**config.mk**
```make
export PLATFORM = sky130hd
export DESIGN_NAME = prim_assembly_ctrl
export DESIGN_NICKNAME = d
export VERILOG_FILES = /design/src/rtl/prim_assembly_ctrl.sv
export SDC_FILE = /design/constraint.sdc
export NUM_CORES = 1
export LEC_CHECK = 0
export ABC_CLOCK_PERIOD_IN_PS = 4800
export BUFFER_PORTS_ARGS = -buffer_cell sky130_fd_sc_hd__buf_2
export CORE_MARGIN = 2
export CORE_UTILIZATION = 35
export CTS_BUF_LIST = sky130_fd_sc_hd__clkbuf_2 sky130_fd_sc_hd__clkbuf_4 sky130_fd_sc_hd__clkbuf_8
export DETAILED_ROUTE_END_ITERATION = 16
export PLACE_DENSITY = 0.68
export SLEW_MARGIN = 20
export SYNTH_ARGS = -nofsm -noshare
export SYNTH_HDL_FRONTEND = slang
export SYNTH_SLANG_ARGS = --single-unit
export TNS_END_PERCENT = 50
```
**constraint.sdc**
```tcl
create_clock -name I_CLOCK -period 4.8 [get_ports I_CLOCK]
set_input_delay 0.48 -clock I_CLOCK [delete_from_list [all_inputs] [get_ports I_CLOCK]]
set_output_delay 0.48 -clock I_CLOCK [all_outputs]
set_load 0.005 [all_outputs]
```
**src/rtl/prim_assembly_ctrl.sv**
```systemverilog
// Primitive assembly controller: groups BEGIN/VERTEX/END command streams into
// point, line, triangle and triangle-strip primitives for a downstream GPU stage.
module prim_assembly_ctrl #(
   parameter int VTX_W = 30
) (
   input  logic             I_CLOCK,
   input  logic             I_RESET_N,
   input  logic             I_Cmd_Valid,
   input  logic [1:0]       I_Cmd_Op,
   input  logic [1:0]       I_PrimType,
   input  logic [VTX_W-1:0] I_Vertex,
   input  logic             I_GPUStallSignal,
   output logic             O_Cmd_Ready,
   output logic             O_Prim_Valid,
   output logic [VTX_W-1:0] O_VertexV1,
   output logic [VTX_W-1:0] O_VertexV2,
   output logic [VTX_W-1:0] O_VertexV3,
   output logic [1:0]       O_PrimType,
   output logic             O_Error,
   output logic [15:0]      O_PrimCount
);

   typedef enum logic [1:0] {IDLE, COLLECT, ISSUE} state_t;

   localparam logic [1:0] OP_BEGIN  = 2'b01;
   localparam logic [1:0] OP_VERTEX = 2'b10;
   localparam logic [1:0] OP_END    = 2'b11;

   state_t           state_q;
   logic [1:0]       type_q;
   logic [1:0]       idx_q;
   logic             primed_q;
   logic [VTX_W-1:0] slot_q [2];
   logic             valid_q;
   logic [VTX_W-1:0] v1_q, v2_q, v3_q;
   logic [1:0]       otype_q;
   logic             err_q;
   logic [15:0]      prim_count_q;

   logic             accept;
   logic [1:0]       need_d;
   logic [1:0]       idx_d;
   logic             done_d;

   assign O_Cmd_Ready = (state_q != ISSUE);
   assign accept      = I_Cmd_Valid & O_Cmd_Ready;

   // A primed strip completes a triangle with every vertex; otherwise the count
   // of collected vertices must reach the primitive's size.
   always_comb begin
      need_d = 2'd3;
      case (type_q)
         2'd0:    need_d = 2'd1;
         2'd1:    need_d = 2'd2;
         default: need_d = 2'd3;
      endcase
      idx_d  = idx_q + 2'd1;
      done_d = primed_q | (idx_d == need_d);
   end

   always_ff @(negedge I_CLOCK) begin
      if (!I_RESET_N) begin
         state_q      <= IDLE;
         type_q       <= 2'd0;
         idx_q        <= 2'd0;
         primed_q     <= 1'b0;
         slot_q[0]    <= '0;
         slot_q[1]    <= '0;
         valid_q      <= 1'b0;
         v1_q         <= '0;
         v2_q         <= '0;
         v3_q         <= '0;
         otype_q      <= 2'd0;
         err_q        <= 1'b0;
         prim_count_q <= 16'd0;
      end else begin
         err_q <= 1'b0;
         case (state_q)
            IDLE: begin
               if (accept) begin
                  if (I_Cmd_Op == OP_BEGIN) begin
                     type_q   <= I_PrimType;
                     idx_q    <= 2'd0;
                     primed_q <= 1'b0;
                     state_q  <= COLLECT;
                  end else if (I_Cmd_Op != 2'b00) begin
                     err_q <= 1'b1;
                  end
               end
            end
            COLLECT: begin
               if (accept) begin
                  case (I_Cmd_Op)
                     OP_BEGIN: begin
                        err_q    <= 1'b1;
                        type_q   <= I_PrimType;
                        idx_q    <= 2'd0;
                        primed_q <= 1'b0;
                     end
                     OP_VERTEX: begin
                        if (done_d) begin
                           if (primed_q || idx_q == 2'd2) begin
                              v1_q <= slot_q[0];
                              v2_q <= slot_q[1];
                              v3_q <= I_Vertex;
                           end else if (idx_q == 2'd1) begin
                              v1_q <= slot_q[0];
                              v2_q <= I_Vertex;
                              v3_q <= '0;
                           end else begin
                              v1_q <= I_Vertex;
                              v2_q <= '0;
                              v3_q <= '0;
                           end
                           // Strips keep the last two vertices for the next triangle.
                           if (type_q == 2'd3) begin
                              slot_q[0] <= slot_q[1];
                              slot_q[1] <= I_Vertex;
                              primed_q  <= 1'b1;
                           end
                           otype_q <= type_q;
                           valid_q <= 1'b1;
                           idx_q   <= 2'd0;
                           state_q <= ISSUE;
                        end else begin
                           slot_q[idx_q[0]] <= I_Vertex;
                           idx_q            <= idx_d;
                        end
                     end
                     OP_END: begin
                        if (idx_q != 2'd0) err_q <= 1'b1;
                        idx_q    <= 2'd0;
                        primed_q <= 1'b0;
                        state_q  <= IDLE;
                     end
                     default: ;
                  endcase
               end
            end
            ISSUE: begin
               if (!I_GPUStallSignal) begin
                  valid_q      <= 1'b0;
                  prim_count_q <= prim_count_q + 16'd1;
                  state_q      <= COLLECT;
               end
            end
            default: state_q <= IDLE;
         endcase
      end
   end

   assign O_Prim_Valid = valid_q;
   assign O_VertexV1   = v1_q;
   assign O_VertexV2   = v2_q;
   assign O_VertexV3   = v3_q;
   assign O_PrimType   = otype_q;
   assign O_Error      = err_q;
   assign O_PrimCount  = prim_count_q;

endmodule

```
==> impl_metrics.toml, run 1 <==
[clocking]
clk_pin_slew_ns = 0.04
max-clock-path-buffers = 2
cts_tree = "done"
hold_buffers = 0
cts.repair.resized = 0
htreeDepth = 4
root_buffer = "clkbuf_8"
clk_latency_ns = 0.49
clock-sinks = 177
post_cts_buffers = 0
cts_buffers = 17

[place]
place_hpwl_um = 12600
io_buffer_count = 148
gp_congestion = 0.750

[routing]
ant_nets = 0
drcViolationCount = 0
via_count = 7194
wl_um = 21800
drt_iter0_markers = 410
wl_per_cell_um = 15.2
via_per_inst = 5.01
drt_first_pass_iters = 5

[die]
initial_utilization_pct = 35.9
io_pins = 149
coreArea_um2 = 22700
dieArea_um2 = 24500
std_cell_rows = 55
die_w_um = 157
dieHeight_um = 157

[sta]
hold_viol_final = 0
max_slew.worst_pin.slew_ns = 1.03
fin_hold_ws_ns = 0.460
slew_viol_final = 0
relSlewSlack_pct = 31.1
setup_viol = 0
skew_ns = 0.0300
rsz0062_at_grt = "false"

[global_routing]
grt_pass1_wl_um = 34600
track_usage_pct = 17.8
grt_pass1_vias = 7230
overflow = 0
grt_max_degree = 192
antenna_found_initial = 1

[finish]
fillers = 2276
antenna_cells = 0
nets = 1181
drive_gt1_share_pct = 20.3
register_area_um2 = 4140
area_growth_pct = 25.0
multi_input_area_um2 = 3700

[synthesis]
seq_area_frac_synth_pct = 50.9
yosys-top-cells-area = "dfxtp_1 (29%), edfxtp_1 (22%), mux2i_1 (12%)"
syn_nets = 893
synthTopCellsByCount = "nand2_1 (220), dfxtp_1 (117), mux2i_1 (96)"
synth_top_area_share_pct = 28.8
ys_async_sr_fraction_pct = 0
synth-warning-count = 0
synth_ff_type = "dfxtp_1"
synth_cell_types = 47
synth_seq_cells = 177
synth_area_um2 = 8140
netlist_instances = 851
yosysMostFrequentCell = "nand2_1"
synth_area_per_cell_um2 = 9.57
synth_edf_count = 60
synth_top_area_cell = "dfxtp_1"

[worst_setup_path]
start_kind = "flip-flop"
crit_type = "reg -> out"
worstPathArrival_ns = 3.89
critPathCaptureType = "output pin"
crit_path_max_fanout = 10
required_ns = 4.32

[power]
powerDensity_nw_per_um2 = 323
peakVddDrop_uv = 143
p_leak_uw = 0.00517
p_total_uw = 3280

[run]
drv_cap = 0

[run_status]
run_status = "complete, no violations"

[hold_path]
holdCritPathClass = "reg -> reg"
-- sequential cells by signal, summed over array words and instances, names as in the netlist, 2 cells and up --
name         flops
state_q          2
O_PrimCount     16
O_VertexV3      30
O_VertexV2      30
O_VertexV1      30
O_PrimType       2
type_q           2
idx_q            2
slot_q          60
-- worst max-delay path, cell delays in order, from the launching register on --
cell and delay (ns):
dfxtp_1 0.48, nand2b_1 0.35, buf_2 0.18
-- routing by layer --
metal  up-vias  GRT usage (%)  wire length, µm  part of all wire [%]
met2       212           28.7            10800                    49
met4         2           8.26              252                   1.2
li1       3526              -                -                     -
met5         -              0               16                 0.073
met3        23           7.17             1250                   5.8
met1      3431           20.9             9500                    44
-- area by class of cell --
class | instances | share of cell area [%]
clock buffer | 17 | 2.30
clock inverter | 192 | 7.83
inverter | 7 | 0.258
multi-input combinational | 597 | 36.3
sequential | 177 | 40.7
tap | 285 | 3.50
timing repair buffer | 162 | 9.06
-- logic make-up after synthesis --
logic type / after synthesis / synth area share (%)
AOI/OAI and AO/OA: 120 / 9.25
DFF: 177 / 50.9
buffers and inverters: 77 / 4.43
xor gates and xnor gates: 9 / 0.968
adders and majority gates: 4 / 0.615
and+or+nand+nor: 338 / 17.9
muxes: 126 / 15.9
-- stage by stage --
step                util (%)  setup TNS, ns  setup WS [ns]  instances  area, µm²
CTS                     44.7              0          0.373       1436      10100
detailed placement      40.2              0         0.0978       1228       9120
floorplan                  -          -9.25         -0.308        851       8160
global placement        40.2              0          0.204       1228       9120
finish                  44.8              0          0.433       1437      10200
global route            44.8              0          0.330       1437      10200
-- power by group --
part           leakage (µW)  internal (µW)  switching, µW
Sequential          0.00156           1580           10.8
Combinational       0.00248           44.1           85.7
Clock               0.00113            568            997
-- worst paths after layout --
kind,start,to,slack [ns],depth (start not counted)
max reg2reg,idx_q[0],slot_q[1][14],1.90,7
min,O_VertexV2[14],O_VertexV2[14],0.46,2
min reg2reg,O_VertexV2[14],O_VertexV2[14],0.46,2
max,state_q[0],O_Cmd_Ready,0.43,2
-- cell usage in the layout (no fill, tap or decap), types with 4 or more instances in the layout --
cell type,n
nand2_1,220
inv_1,184
buf_2,147
dfxtp_1,117
mux2i_1,96
edfxtp_1,60
o21ai_0,59
nor2_1,39
nand3_1,35
a22o_1,30
mux2_2,30
clkbuf_8,17
a21oi_1,10
nand4_1,9
buf_4,9
o21ai_1,8
xor2_1,7
or3_1,6
and2_1,4
inv_6,4
buf_12,4
(Power assumes the default switching activity.)
==> inputs of run 2 (changes only) <==
Settings changed: CTS_CLUSTER_DIAMETER from default to 120, PLACE_DENSITY 0.68 to 0.6.
==> impl_metrics.toml, run 2 (synthesis results as in run 1) <==
[routing]
drcViolationCount = 0
via_count = 7063
via_per_inst = 4.90
drt_first_pass_iters = 5
wl_per_cell_um = 14.6
wl_um = 21000
drt_iter0_markers = 418
ant_nets = 0

[clocking]
cts.repair.resized = 0
post_cts_buffers = 0
cts_tree = "done"
htreeDepth = 4
root_buffer = "clkbuf_8"
clk_latency_ns = 0.48
clk_pin_slew_ns = 0.05
hold_buffers = 0
max-clock-path-buffers = 2
cts_buffers = 17
clock-sinks = 177

[die]
coreArea_um2 = 22700
io_pins = 149
initial_utilization_pct = 35.9
die_w_um = 157
dieArea_um2 = 24500
std_cell_rows = 55
dieHeight_um = 157

[worst_setup_path]
crit_type = "reg -> out"
crit_path_max_fanout = 10
start_kind = "flip-flop"
required_ns = 4.32
critPathCaptureType = "output pin"
worstPathArrival_ns = 3.88
r2r_cells = 7
rrSetupSlack_ns = 2.06

[sta]
setup_viol = 0
slew_viol_final = 0
rsz0062_at_grt = "false"
max_slew.worst_pin.slew_ns = 0.762
skew_ns = 0.0279
hold_viol_final = 0
relSlewSlack_pct = 49.2

[finish]
final_cell_mix = "nand2_1 (220), inv_1 (184), buf_2 (147)"
drive_gt1_share_pct = 20.4
final_util_pct = 44.8
fillers = 2296
multi_input_area_um2 = 3700
largest_reg_flops = 60
area_growth_pct = 24.9
final_common_cell = "nand2_1"
register_area_um2 = 4140
finalNonFillerCells = 1440
top_register = "slot_q"
nets = 1183

[power]
p_total_uw = 3280
p_leak_uw = 0.00517
powerDensity_nw_per_um2 = 322
peakVddDrop_uv = 148

[global_routing]
overflow = 0
met2_usage_pct = 27.1
grt_max_degree = 173
grtUsageMet3_pct = 7.06
grt_pass1_vias = 7300
grt_busiest_layer = "met2"
use_met1_pct = 21.4
grt_pass1_wl_um = 34600
track_usage_pct = 17.7
antenna_found_initial = 2

[place]
io_buffer_count = 148
place_hpwl_um = 12700
gp_congestion = 0.736
dp.cells = 1231

[hold_path]
holdPathStages = 2
holdCritPathClass = "reg -> reg"

[run]
drv_cap = 0

[run_status]
run_status = "complete, no violations"
run 2: area by class of cell:
type                    count  area share, %
flip-flops and latches    177           40.7
clock inverters           191           7.81
multi-input cells         597           36.3
diodes                      2         0.0492
inverters                   7          0.258
clock buffers              17           2.30
repair buffers            164           9.01
well taps                 285           3.51
run 2: worst paths after layout:
check	startpoint	endpoint
max reg2reg	idx_q[0]	slot_q[1][5]
max	state_q[0]	O_Cmd_Ready
min	O_VertexV1[8]	O_VertexV1[8]
min reg2reg	O_VertexV1[8]	O_VertexV1[8]
run 2: routing by layer:
metal / share of wire, % / up-vias
met5: 0 / -
met4: 0.85 / 0
met3: 5.6 / 14
met2: 47 / 198
met1: 46 / 3317
li1: - / 3534
run 2: worst max-delay path, stage by stage, from the launching register on:
cell and delay [ns]:
dfxtp_1 0.48, nand2b_1 0.33, buf_2 0.17
run 2: power breakdown:
part | total [µW] | switching (µW) | leakage, µW | internal [µW]
combinational | 131 | 86.1 | 0.00247 | 44.6
clock | 1560 | 952 | 0.00114 | 610
sequential | 1590 | 10.6 | 0.00156 | 1580
run 2: metrics by stage:
stage	hold WS [ns]	setup TNS, ns	cell area, µm²	setup WS (ns)
after detailed placement	0.457	0	9140	0.314
final	0.463	0	10200	0.444
after CTS	0.463	0	10200	0.392
after global routing	0.478	0	10200	0.312
after floorplan	0.464	-9.25	8160	-0.308
after global placement	0.453	0	9140	0.371
==> inputs of run 3 (changes only) <==
==> constraint.sdc (replaced) <==
create_clock -name I_CLOCK -period 4.8 [get_ports I_CLOCK]
set_input_delay 0.96 -clock I_CLOCK [delete_from_list [all_inputs] [get_ports I_CLOCK]]
set_output_delay 0.96 -clock I_CLOCK [all_outputs]
set_load 0.005 [all_outputs]
==> impl_metrics.toml, run 3 (synthesis results as in run 1) <==
[run_status]
run_status = "complete, no violations"

[finish]
antenna_cells = 0
area_growth_pct = 28.3
final_util_pct = 46.0
final_cell_mix = "nand2_1 (219), inv_1 (183), buf_2 (147)"
final_common_cell = "nand2_1"
nets = 1202
register_area_um2 = 4140
largest_reg_flops = 60
drive_gt1_share_pct = 21.7
top_register = "slot_q"
fillers = 2286
multi_input_area_um2 = 3710

[die]
dieArea_um2 = 24500
coreArea_um2 = 22700
die_w_um = 157
io_pins = 149
dieHeight_um = 157
std_cell_rows = 55
initial_utilization_pct = 35.9

[routing]
drcViolationCount = 0
ant_nets = 0
wl_per_cell_um = 15.1
drt_first_pass_iters = 5
via_per_inst = 4.92
drt_iter0_markers = 462
via_count = 7179
wl_um = 22000

[sta]
max_slew.worst_pin.slew_ns = 1.00
rsz0062_at_grt = "false"
tns_ns = 0
hold_viol_final = 0
setup_viol = 0
relSlewSlack_pct = 33.3
setup_ws_ns = 0.0781
skew_ns = 0.0370
slew_viol_final = 0
fin_hold_ws_ns = 0.463

[clocking]
post_cts_buffers = 0
hold_buffers = 0
root_buffer = "clkbuf_8"
clk_latency_ns = 0.50
max-clock-path-buffers = 2
cts.repair.resized = 0
clock-sinks = 177
cts_buffers = 17
cts_tree = "done"
htreeDepth = 4
clk_pin_slew_ns = 0.04

[worst_setup_path]
crit_path_max_fanout = 7
required_ns = 3.84
crit_type = "reg -> out"
crit_chain = "nand2b_1 -> buf_2"
critPathCaptureType = "output pin"
r2r_cells = 7
worstPathArrival_ns = 3.76
cp_slowest_cell = "dfxtp_1"
start_kind = "flip-flop"
max_stage_delay_ns = 0.42

[place]
place_hpwl_um = 13500
gp_congestion = 0.730
pre_cts_ws_ns = -0.0136
io_buffer_count = 148

[global_routing]
grt_pass1_vias = 7350
overflow = 0
grt_max_degree = 118
antenna_found_initial = 1
track_usage_pct = 18.1
grt_pass1_wl_um = 35200

[power]
power_frac_comb_pct = 4.2
switching_share_pct = 32.6
power.share.clock_pct = 49.7
peakVddDrop_uv = 187
intPower_uw = 2320
p_leak_uw = 0.00532
powerDensity_nw_per_um2 = 329
sequentialPowerShare_pct = 46.1
p_sw_uw = 1120
p_total_uw = 3440

[hold_path]
holdPathStages = 2
holdCritPathClass = "reg -> reg"

[run]
drv_cap = 0
==> run 3: power by group through the flow <==
stage          Clock, µW  Sequential, µW  Combinational [µW]
2_1_floorplan        222            1610                77.2
3_3_place_gp         222            1610                 145
3_5_place_dp         222            1610                 146
4_1_cts             1790            1590                 146
5_1_grt             1960            1580                 158
6_report            1710            1590                 144
==> run 3: metrics by stage <==
stage          cell area, µm²  cells
5_1_grt                 10400   1458
6_report                10400   1458
4_1_cts                 10400   1458
3_5_place_dp             9340   1250
3_3_place_gp             9340   1250
2_1_floorplan            8220    851
==> run 3: worst max-delay path: cells and delay by family (launching register included) <==
kind	cells	cell delay, ns
buf+inv	1	0.21
flops	1	0.42
simple gates	1	0.25
==> run 3: cell type report <==
| class | count | share of cell area, % |
|---|---|---|
| multi-input combinational | 597 | 35.6 |
| clock buffer | 17 | 2.24 |
| sequential | 177 | 39.7 |
| tap | 285 | 3.41 |
| inverter | 7 | 0.252 |
| clock inverter | 192 | 8.34 |
| timing repair buffer | 183 | 10.5 |
==> run 3: layer usage <==
metal | up-vias | track usage (%) | share of wire [%] | wire length, µm
met3 | 20 | 7.62 | 5.1 | 1120
met2 | 179 | 27.5 | 46 | 10200
li1 | 3575 | - | - | -
met4 | 2 | 7.30 | 0.69 | 153
met1 | 3403 | 22.7 | 48 | 10600
met5 | - | 0 | 0.054 | 12
==> run 3: final timing paths <==
kind / to / startpoint / slack [ns]
setup / recovery: O_Cmd_Ready / state_q[1] / 0.08
hold / removal: O_VertexV2[7] / O_VertexV2[7] / 0.46
setup reg to reg: slot_q[1][14] / idx_q[0] / 1.90
hold reg to reg: O_VertexV2[7] / O_VertexV2[7] / 0.46
